`src/rtl/sipo_pkg.sv`:
```
// rtl/sipo_pkg.sv - shared types and constants for the SIPO deserializer
// Purpose: default word width, output FSM state type, bit-counter width helper.
package sipo_pkg;

    localparam int DEFAULT_WIDTH = 4;

    typedef enum logic {
        ST_EMPTY = 1'b0,
        ST_FULL  = 1'b1
    } sipo_state_e;

    // Width of a counter that holds 0..w-1.
    function automatic int cnt_w(input int w);
        return (w > 1) ? $clog2(w) : 1;
    endfunction

    localparam int DEFAULT_CNT_W = cnt_w(DEFAULT_WIDTH);

endpackage

```
`src/rtl/d_ff.sv`:
```
// rtl/d_ff.sv - single-bit D flip-flop with synchronous active-high reset
// Purpose: basic storage cell.
// Ports: clk (clock), rst (sync clear to 0), d (next value), q (stored value).
module d_ff (
    input  logic clk,
    input  logic rst,
    input  logic d,
    output logic q
);

    always_ff @(posedge clk) begin
        if (rst) begin
            q <= 1'b0;
        end else begin
            q <= d;
        end
    end

endmodule

```
`src/rtl/sipo_deserializer_shift.sv`:
```
// rtl/sipo_deserializer_shift.sv - MSB-first serial shift stage built from d_ff cells
// Purpose: WIDTH-bit left-shifting register; holds when en is low.
// Ports: clk, clr (sync clear, rst or align), en (shift qualifier), s_in (serial bit),
//        next_o (value loaded on the coming edge when not cleared; while en is high
//        this is {sh[WIDTH-2:0], s_in}, the candidate word).
module sipo_deserializer_shift #(
    parameter int WIDTH = 4
) (
    input  logic             clk,
    input  logic             clr,
    input  logic             en,
    input  logic             s_in,
    output logic [WIDTH-1:0] next_o
);

    logic [WIDTH-1:0] sh_q;

    for (genvar i = 0; i < WIDTH; i++) begin : g_bit
        logic shift_src;
        if (i == 0) begin : g_lsb
            assign shift_src = s_in;
        end else begin : g_upper
            assign shift_src = sh_q[i-1];
        end

        assign next_o[i] = en ? shift_src : sh_q[i];

        d_ff u_ff (
            .clk (clk),
            .rst (clr),
            .d   (next_o[i]),
            .q   (sh_q[i])
        );
    end

endmodule

```
`src/rtl/sipo_deserializer.sv`:
```
// rtl/sipo_deserializer.sv - serial-in parallel-out receiver with valid/ready output
// Purpose: collects MSB-first serial bits into WIDTH-bit words, presents each word on a
//          registered output with a valid/ready handshake, flags dropped words.
// Ports: clk, rst (sync active-high), align (drop partial word, clear overrun),
//        s_en/s_in (qualified serial bit), p_ready (consumer accept),
//        p_out/p_valid (output word), overrun (sticky drop flag), bit_cnt (partial count).
module sipo_deserializer
    import sipo_pkg::*;
#(
    parameter int  WIDTH = DEFAULT_WIDTH,
    localparam int CNT_W = cnt_w(WIDTH)
) (
    input  logic             clk,
    input  logic             rst,
    input  logic             align,
    input  logic             s_en,
    input  logic             s_in,
    input  logic             p_ready,
    output logic [WIDTH-1:0] p_out,
    output logic             p_valid,
    output logic             overrun,
    output logic [CNT_W-1:0] bit_cnt
);

    localparam logic [CNT_W-1:0] LAST_BIT = CNT_W'(WIDTH - 1);

    logic [WIDTH-1:0] cand_word;
    logic             bit_take;
    logic             word_done;

    logic [CNT_W-1:0] bit_cnt_q;
    logic [CNT_W-1:0] bit_cnt_d;
    logic [WIDTH-1:0] p_out_q;
    logic             p_valid_q;
    logic             overrun_q;
    sipo_state_e      state_q;

    // align suppresses any bit on the same edge, so it also blocks completion.
    assign bit_take  = s_en & ~align;
    assign word_done = bit_take & (bit_cnt_q == LAST_BIT);

    sipo_deserializer_shift #(
        .WIDTH (WIDTH)
    ) u_shift (
        .clk    (clk),
        .clr    (rst | align),
        .en     (bit_take),
        .s_in   (s_in),
        .next_o (cand_word)
    );

    always_comb begin
        bit_cnt_d = bit_cnt_q;
        if (align) begin
            bit_cnt_d = '0;
        end else if (bit_take) begin
            bit_cnt_d = word_done ? '0 : bit_cnt_q + CNT_W'(1);
        end
    end

    always_ff @(posedge clk) begin
        if (rst) begin
            bit_cnt_q <= '0;
        end else begin
            bit_cnt_q <= bit_cnt_d;
        end
    end

    // Output FSM with registered p_out/p_valid/overrun.
    always_ff @(posedge clk) begin
        if (rst) begin
            state_q   <= ST_EMPTY;
            p_out_q   <= '0;
            p_valid_q <= 1'b0;
            overrun_q <= 1'b0;
        end else begin
            // word_done is never set together with align, so this cannot race the set below.
            if (align) begin
                overrun_q <= 1'b0;
            end
            case (state_q)
                ST_EMPTY: begin
                    if (word_done) begin
                        p_out_q   <= cand_word;
                        p_valid_q <= 1'b1;
                        state_q   <= ST_FULL;
                    end
                end
                ST_FULL: begin
                    if (word_done) begin
                        if (p_ready) begin
                            // Consumer takes the old word as the new one lands: no bubble.
                            p_out_q <= cand_word;
                        end else begin
                            overrun_q <= 1'b1;
                        end
                    end else if (p_ready) begin
                        p_valid_q <= 1'b0;
                        state_q   <= ST_EMPTY;
                    end
                end
                default: begin
                    state_q   <= ST_EMPTY;
                    p_valid_q <= 1'b0;
                end
            endcase
        end
    end

    assign p_out   = p_out_q;
    assign p_valid = p_valid_q;
    assign overrun = overrun_q;
    assign bit_cnt = bit_cnt_q;

endmodule

```
`config.mk`:
```
export PLATFORM = sky130hd
export DESIGN_NAME = sipo_deserializer
export DESIGN_NICKNAME = d
export VERILOG_FILES = /design/src/rtl/sipo_pkg.sv /design/src/rtl/d_ff.sv /design/src/rtl/sipo_deserializer_shift.sv /design/src/rtl/sipo_deserializer.sv
export SDC_FILE = /design/constraint.sdc
export NUM_CORES = 1
export LEC_CHECK = 0
export BUFFER_PORTS_ARGS = -buffer_cell sky130_fd_sc_hd__buf_2
export CAP_MARGIN = 0
export CORE_MARGIN = 2
export CORE_UTILIZATION = 30
export CTS_CLUSTER_SIZE = 14
export DETAILED_ROUTE_END_ITERATION = 12
export GPL_TIMING_DRIVEN = 0
export PLACE_DENSITY_LB_ADDON = 0.15
export REMOVE_ABC_BUFFERS = 1
export SLEW_MARGIN = 20
export SYNTH_ARGS = -nofsm -noshare
export SYNTH_HDL_FRONTEND = slang
export SYNTH_SLANG_ARGS = --single-unit
```
`constraint.sdc`:
```
create_clock -name clk -period 4.1 [get_ports clk]
set_input_delay 0.205 -clock clk [delete_from_list [all_inputs] [get_ports clk]]
set_output_delay 0.205 -clock clk [all_outputs]
set_load 0.05 [all_outputs]
```
==> impl_results.html <==
<table>
<tr><th>Metric</th><th>Value</th></tr>
<tr><th colspan="2">Status</th></tr>
<tr><td>Outcome</td><td>completed</td></tr>
<tr><th colspan="2">Floorplan</th></tr>
<tr><td># rows</td><td>15</td></tr>
<tr><td>Die outline area</td><td>0.00231 mm^2</td></tr>
<tr><td>Horizontal die dimension</td><td>48.1 um</td></tr>
<tr><td>Vertical die dimension</td><td>48.1 um</td></tr>
<tr><td>Number of ports placed on the die boundary</td><td>14</td></tr>
<tr><td>Starting density of the core</td><td>0.327</td></tr>
<tr><td>Core Box Area</td><td>0.00178 mm^2</td></tr>
<tr><th colspan="2">Power and ir drop</th></tr>
<tr><td>Internal power summed over all cells</td><td>0.172 mW</td></tr>
<tr><td>Clock share of power</td><td>0.353</td></tr>
<tr><td>Net load switching power</td><td>0.0522 mW</td></tr>
<tr><td>Comb pwr share</td><td>0.074</td></tr>
<tr><td>Share of power burned in registers</td><td>0.573</td></tr>
<tr><td>Peak supply drop</td><td>126 uV</td></tr>
<tr><td>Power density over the cells</td><td>331 mW/mm^2</td></tr>
<tr><td>Switching power as a share of total power</td><td>0.233</td></tr>
<tr><td>Leak Pwr</td><td>0.292 nW</td></tr>
<tr><th colspan="2">Critical path</th></tr>
<tr><td>Crit-path max cell delay</td><td>0.42 ns</td></tr>
<tr><td>Startpoint class of the critical path</td><td>flip-flop</td></tr>
<tr><td>Critical R2R Capture</td><td>p_out[0]</td></tr>
<tr><td>Chain of cells forming the critical path</td><td>ha_1 -&gt; nand2_1 -&gt; ha_1 -&gt; nor3_1 -&gt; a211oi_1</td></tr>
<tr><td>Cell seen most often among critical-path stages</td><td>ha_1</td></tr>
<tr><td>Kind of end point of the critical path</td><td>flip-flop</td></tr>
<tr><td>Number of buffer and inverter stages on the critical path</td><td>0</td></tr>
<tr><td>Standard cell with the maximum stage delay on the critical path</td><td>nor3_1</td></tr>
<tr><td>Reg2Reg Launch Point</td><td>bit_cnt[0]</td></tr>
<tr><td>R2R depth</td><td>5</td></tr>
<tr><td>Cell family contributing the most delay on the critical path</td><td>simple AND/OR/NAND/NOR gates</td></tr>
<tr><td>R2r setup slk</td><td>2.50 ns</td></tr>
<tr><td>Worst Path Max Fanout</td><td>4</td></tr>
<tr><td>Type of the setup path with the least slack</td><td>flip-flop to flip-flop</td></tr>
<tr><td>Critical path arrival</td><td>1.74 ns</td></tr>
<tr><td>Required time of the critical path</td><td>4.24 ns</td></tr>
<tr><th colspan="2">Timing</th></tr>
<tr><td>Worst slew pin tran</td><td>0.461 ns</td></tr>
<tr><td>Setup WS post-layout</td><td>2.50 ns</td></tr>
<tr><td>Number of endpoints with negative hold slack in the final report</td><td>0</td></tr>
<tr><td>Max frequency</td><td>625 MHz</td></tr>
<tr><td>Final Max Slew Viols</td><td>0</td></tr>
<tr><td>Unrepaired setup endpoints after global routing</td><td>no</td></tr>
<tr><td>Summed negative setup slack over all endpoints</td><td>0 ns</td></tr>
<tr><td>Number of setup violations in the final report</td><td>0</td></tr>
<tr><td>Part of the cycle the worst path needs</td><td>0.390</td></tr>
<tr><td>Fin crit period</td><td>1.60 ns</td></tr>
<tr><td>Slew margin rel.</td><td>0.690</td></tr>
<tr><td>Worst clock skew on the final layout</td><td>0.00216 ns</td></tr>
<tr><th colspan="2">Synthesis</th></tr>
<tr><td>Synth unique cells</td><td>17</td></tr>
<tr><td>Most common library cells after synthesis</td><td>dfxtp_1, mux2i_1, nor2_1</td></tr>
<tr><td>Syn_area_per_cell</td><td>9.72 um^2</td></tr>
<tr><td>Synthesized instance count</td><td>60</td></tr>
<tr><td>Largest cells by area after synthesis</td><td>dfxtp_1, mux2i_1, ha_1</td></tr>
<tr><td>Sequential area share after synthesis</td><td>0.446</td></tr>
<tr><td>Netlist Area Pre-Place</td><td>583 um^2</td></tr>
<tr><td>Count of flip-flops with a built-in enable after synthesis</td><td>0</td></tr>
<tr><td>Fraction of synthesis flops using an asynchronous set or reset pin</td><td>0</td></tr>
<tr><td>Seq cells post-synth</td><td>13</td></tr>
<tr><td>Ys Warns</td><td>0</td></tr>
<tr><td>Cell with the most instances after synthesis</td><td>dfxtp_1</td></tr>
<tr><td>Top FF cell, synth</td><td>dfxtp_1</td></tr>
<tr><td>Area share of the largest cell type after synthesis</td><td>0.446</td></tr>
<tr><td>Dominant cell type by area after synthesis</td><td>dfxtp_1</td></tr>
<tr><th colspan="2">Cells and area</th></tr>
<tr><td>Ratio of cells with drive above 1 in the final layout</td><td>0.233</td></tr>
<tr><td>Finished Layout Cells</td><td>98</td></tr>
<tr><td>Number of nets in the finished design</td><td>83</td></tr>
<tr><td>Layout Area Growth over Synthesis</td><td>15.9%</td></tr>
<tr><td>Final core utilization</td><td>0.379</td></tr>
<tr><td>Antenna diode count</td><td>0</td></tr>
<tr><th colspan="2">Routing</th></tr>
<tr><td>DRT Wirelength</td><td>986 um</td></tr>
<tr><td>Via-per-instance ratio</td><td>4.23</td></tr>
<tr><td>Average wire per cell in the routed design</td><td>10.1 um</td></tr>
<tr><td>Detailed-routing iteration count for the pre-antenna-repair pass</td><td>2</td></tr>
<tr><td>Via count of the routed design</td><td>415</td></tr>
<tr><td>Initial detailed-routing violation count</td><td>2</td></tr>
<tr><td>Post-DRT Antenna Nets</td><td>0</td></tr>
<tr><td>Remaining design rule violation count</td><td>0</td></tr>
<tr><th colspan="2">Global route</th></tr>
<tr><td>Antenna violations before repair</td><td>0</td></tr>
<tr><td>Gr usage total</td><td>0.105</td></tr>
<tr><td>Number of global-route vias before repair</td><td>355</td></tr>
<tr><td>Overflow left after global routing</td><td>0</td></tr>
<tr><td>Pin count of the biggest net entering global routing</td><td>9</td></tr>
<tr><td>First-pass GRT wire length</td><td>1.58 mm</td></tr>
<tr><th colspan="2">Clock network</th></tr>
<tr><td>Quantity of gates resized following cts</td><td>0</td></tr>
<tr><td>Clk sinks</td><td>13</td></tr>
<tr><td>Number of buffers on the longest clock path</td><td>2</td></tr>
<tr><td>H-tree lvl count</td><td>1</td></tr>
<tr><td>Clock buffer count from CTS</td><td>3</td></tr>
<tr><td>Clock insertion delay at the later pin of the skew report</td><td>0.27 ns</td></tr>
<tr><td>Post-CTS Hold Fix Bufs</td><td>0</td></tr>
<tr><td>Clock edge transition at the registers on the reported setup and hold paths</td><td>0.08 ns</td></tr>
<tr><td>TritonCTS clock tree</td><td>yes</td></tr>
<tr><td>Cell chosen for the clock root</td><td>clkbuf_4</td></tr>
<tr><td>Number of setup buffers added after CTS</td><td>0</td></tr>
<tr><th colspan="2">Placement</th></tr>
<tr><td>Global placement routability congestion</td><td>0.640</td></tr>
<tr><td>HPWL after detailed placement</td><td>761 um</td></tr>
<tr><td>Input/output buffers</td><td>13</td></tr>
<tr><td>Number of placed instances, taps included</td><td>94</td></tr>
<tr><td>Worst slack, placed</td><td>2.31 ns</td></tr>
<tr><th colspan="2">Run</th></tr>
<tr><td>Max-cap violations</td><td>0</td></tr>
<tr><th colspan="2">Hold path</th></tr>
<tr><td>Cell count of the worst hold path</td><td>3</td></tr>
<tr><td>Hold-critical path endpoint</td><td>u_shift.g_bit[0].u_ff.q</td></tr>
<tr><td>Min-Delay Startpoint</td><td>s_in</td></tr>
<tr><td>Min-delay worst type</td><td>input port to flip-flop</td></tr>
</table>
-- sequential cells by signal, indices dropped and copies added (netlist names) --
register and cells:
u_shift.g_bit.u_ff.q 4, p_valid 1, bit_cnt 2, p_out 4, state_q 1, overrun 1
-- worst max-delay path by stage --
stage                from        to  slack [ns]  depth (start not counted)
2_1_floorplan  bit_cnt[0]  p_out[0]        2.33                          5
3_3_place_gp         s_en  p_out[0]        2.29                          6
3_5_place_dp         s_en  p_out[1]        2.31                          6
4_1_cts        bit_cnt[0]  p_out[1]        2.49                          5
5_1_grt        bit_cnt[0]  p_out[0]        2.34                          5
6_report       bit_cnt[0]  p_out[0]        2.50                          5
-- routing by layer --
| metal | up-vias | share of wire | global-route usage |
|---|---|---|---|
| met5 | - | 0 | 0 |
| li1 | 232 | - | - |
| met4 | 0 | 0 | 0.0649 |
| met1 | 173 | 0.54 | 0.130 |
| met3 | 0 | 0.056 | 0.0453 |
| met2 | 10 | 0.41 | 0.147 |
-- cell type report --
type	instances	area, um^2
Tap cell	25	31.3
Clock buffer	4	26.3
Inverter	2	7.51
Sequential cell	13	260
Timing Repair Buffer	13	65.1
Fill cell	194	1110
Multi-Input combinational cell	41	285
-- placed cells by master (no fill, tap or decap), drive strengths merged, types with 2 or more instances in the layout --
cell	netlist	layout
a211oi	4	4
nor2	10	10
buf	2	13
clkbuf	2	4
a21oi	5	5
inv	2	2
nand2	2	2
ha	3	3
dfxtp	13	13
mux2i	10	10
-- worst reg2reg max path: stages (launching register included) --
cell      delay, ns
dfxtp_1        0.38
ha_1           0.21
nand2_1        0.11
ha_1           0.21
nor3_1         0.42
a211oi_1       0.13
-- kinds of logic (layout without fill, tap and decap cells) --
logic type / count (synthesis) / after routing / share of synthesized area
muxes: 10 / 10 / 0.172
buffers and inverters: 6 / 19 / 0.0644
DFF: 13 / 13 / 0.446
and+or+nand+nor: 17 / 17 / 0.131
AOI/OAI and AO/OA: 11 / 11 / 0.122
adders and majority gates: 3 / 3 / 0.0644
-- stage by stage --
step	area (um^2)	hold slack [ns]	total power [mW]
2_1_floorplan	553	0.274	0.141
4_1_cts	676	0.175	0.229
5_1_grt	676	0.182	0.236
6_report	676	0.183	0.224
3_5_place_dp	649	0.469	0.148
3_3_place_gp	649	0.465	0.148
-- power groups by stage --
stage	clock [mW]	sequential [mW]	combinational (mW)
3_5_place_dp	0	0.131	0.0167
5_1_grt	0.0887	0.129	0.0182
4_1_cts	0.0834	0.128	0.0169
3_3_place_gp	0	0.131	0.0167
2_1_floorplan	0	0.134	0.00729
6_report	0.0790	0.128	0.0165
Note: power is estimated with default switching activity, not from simulation.
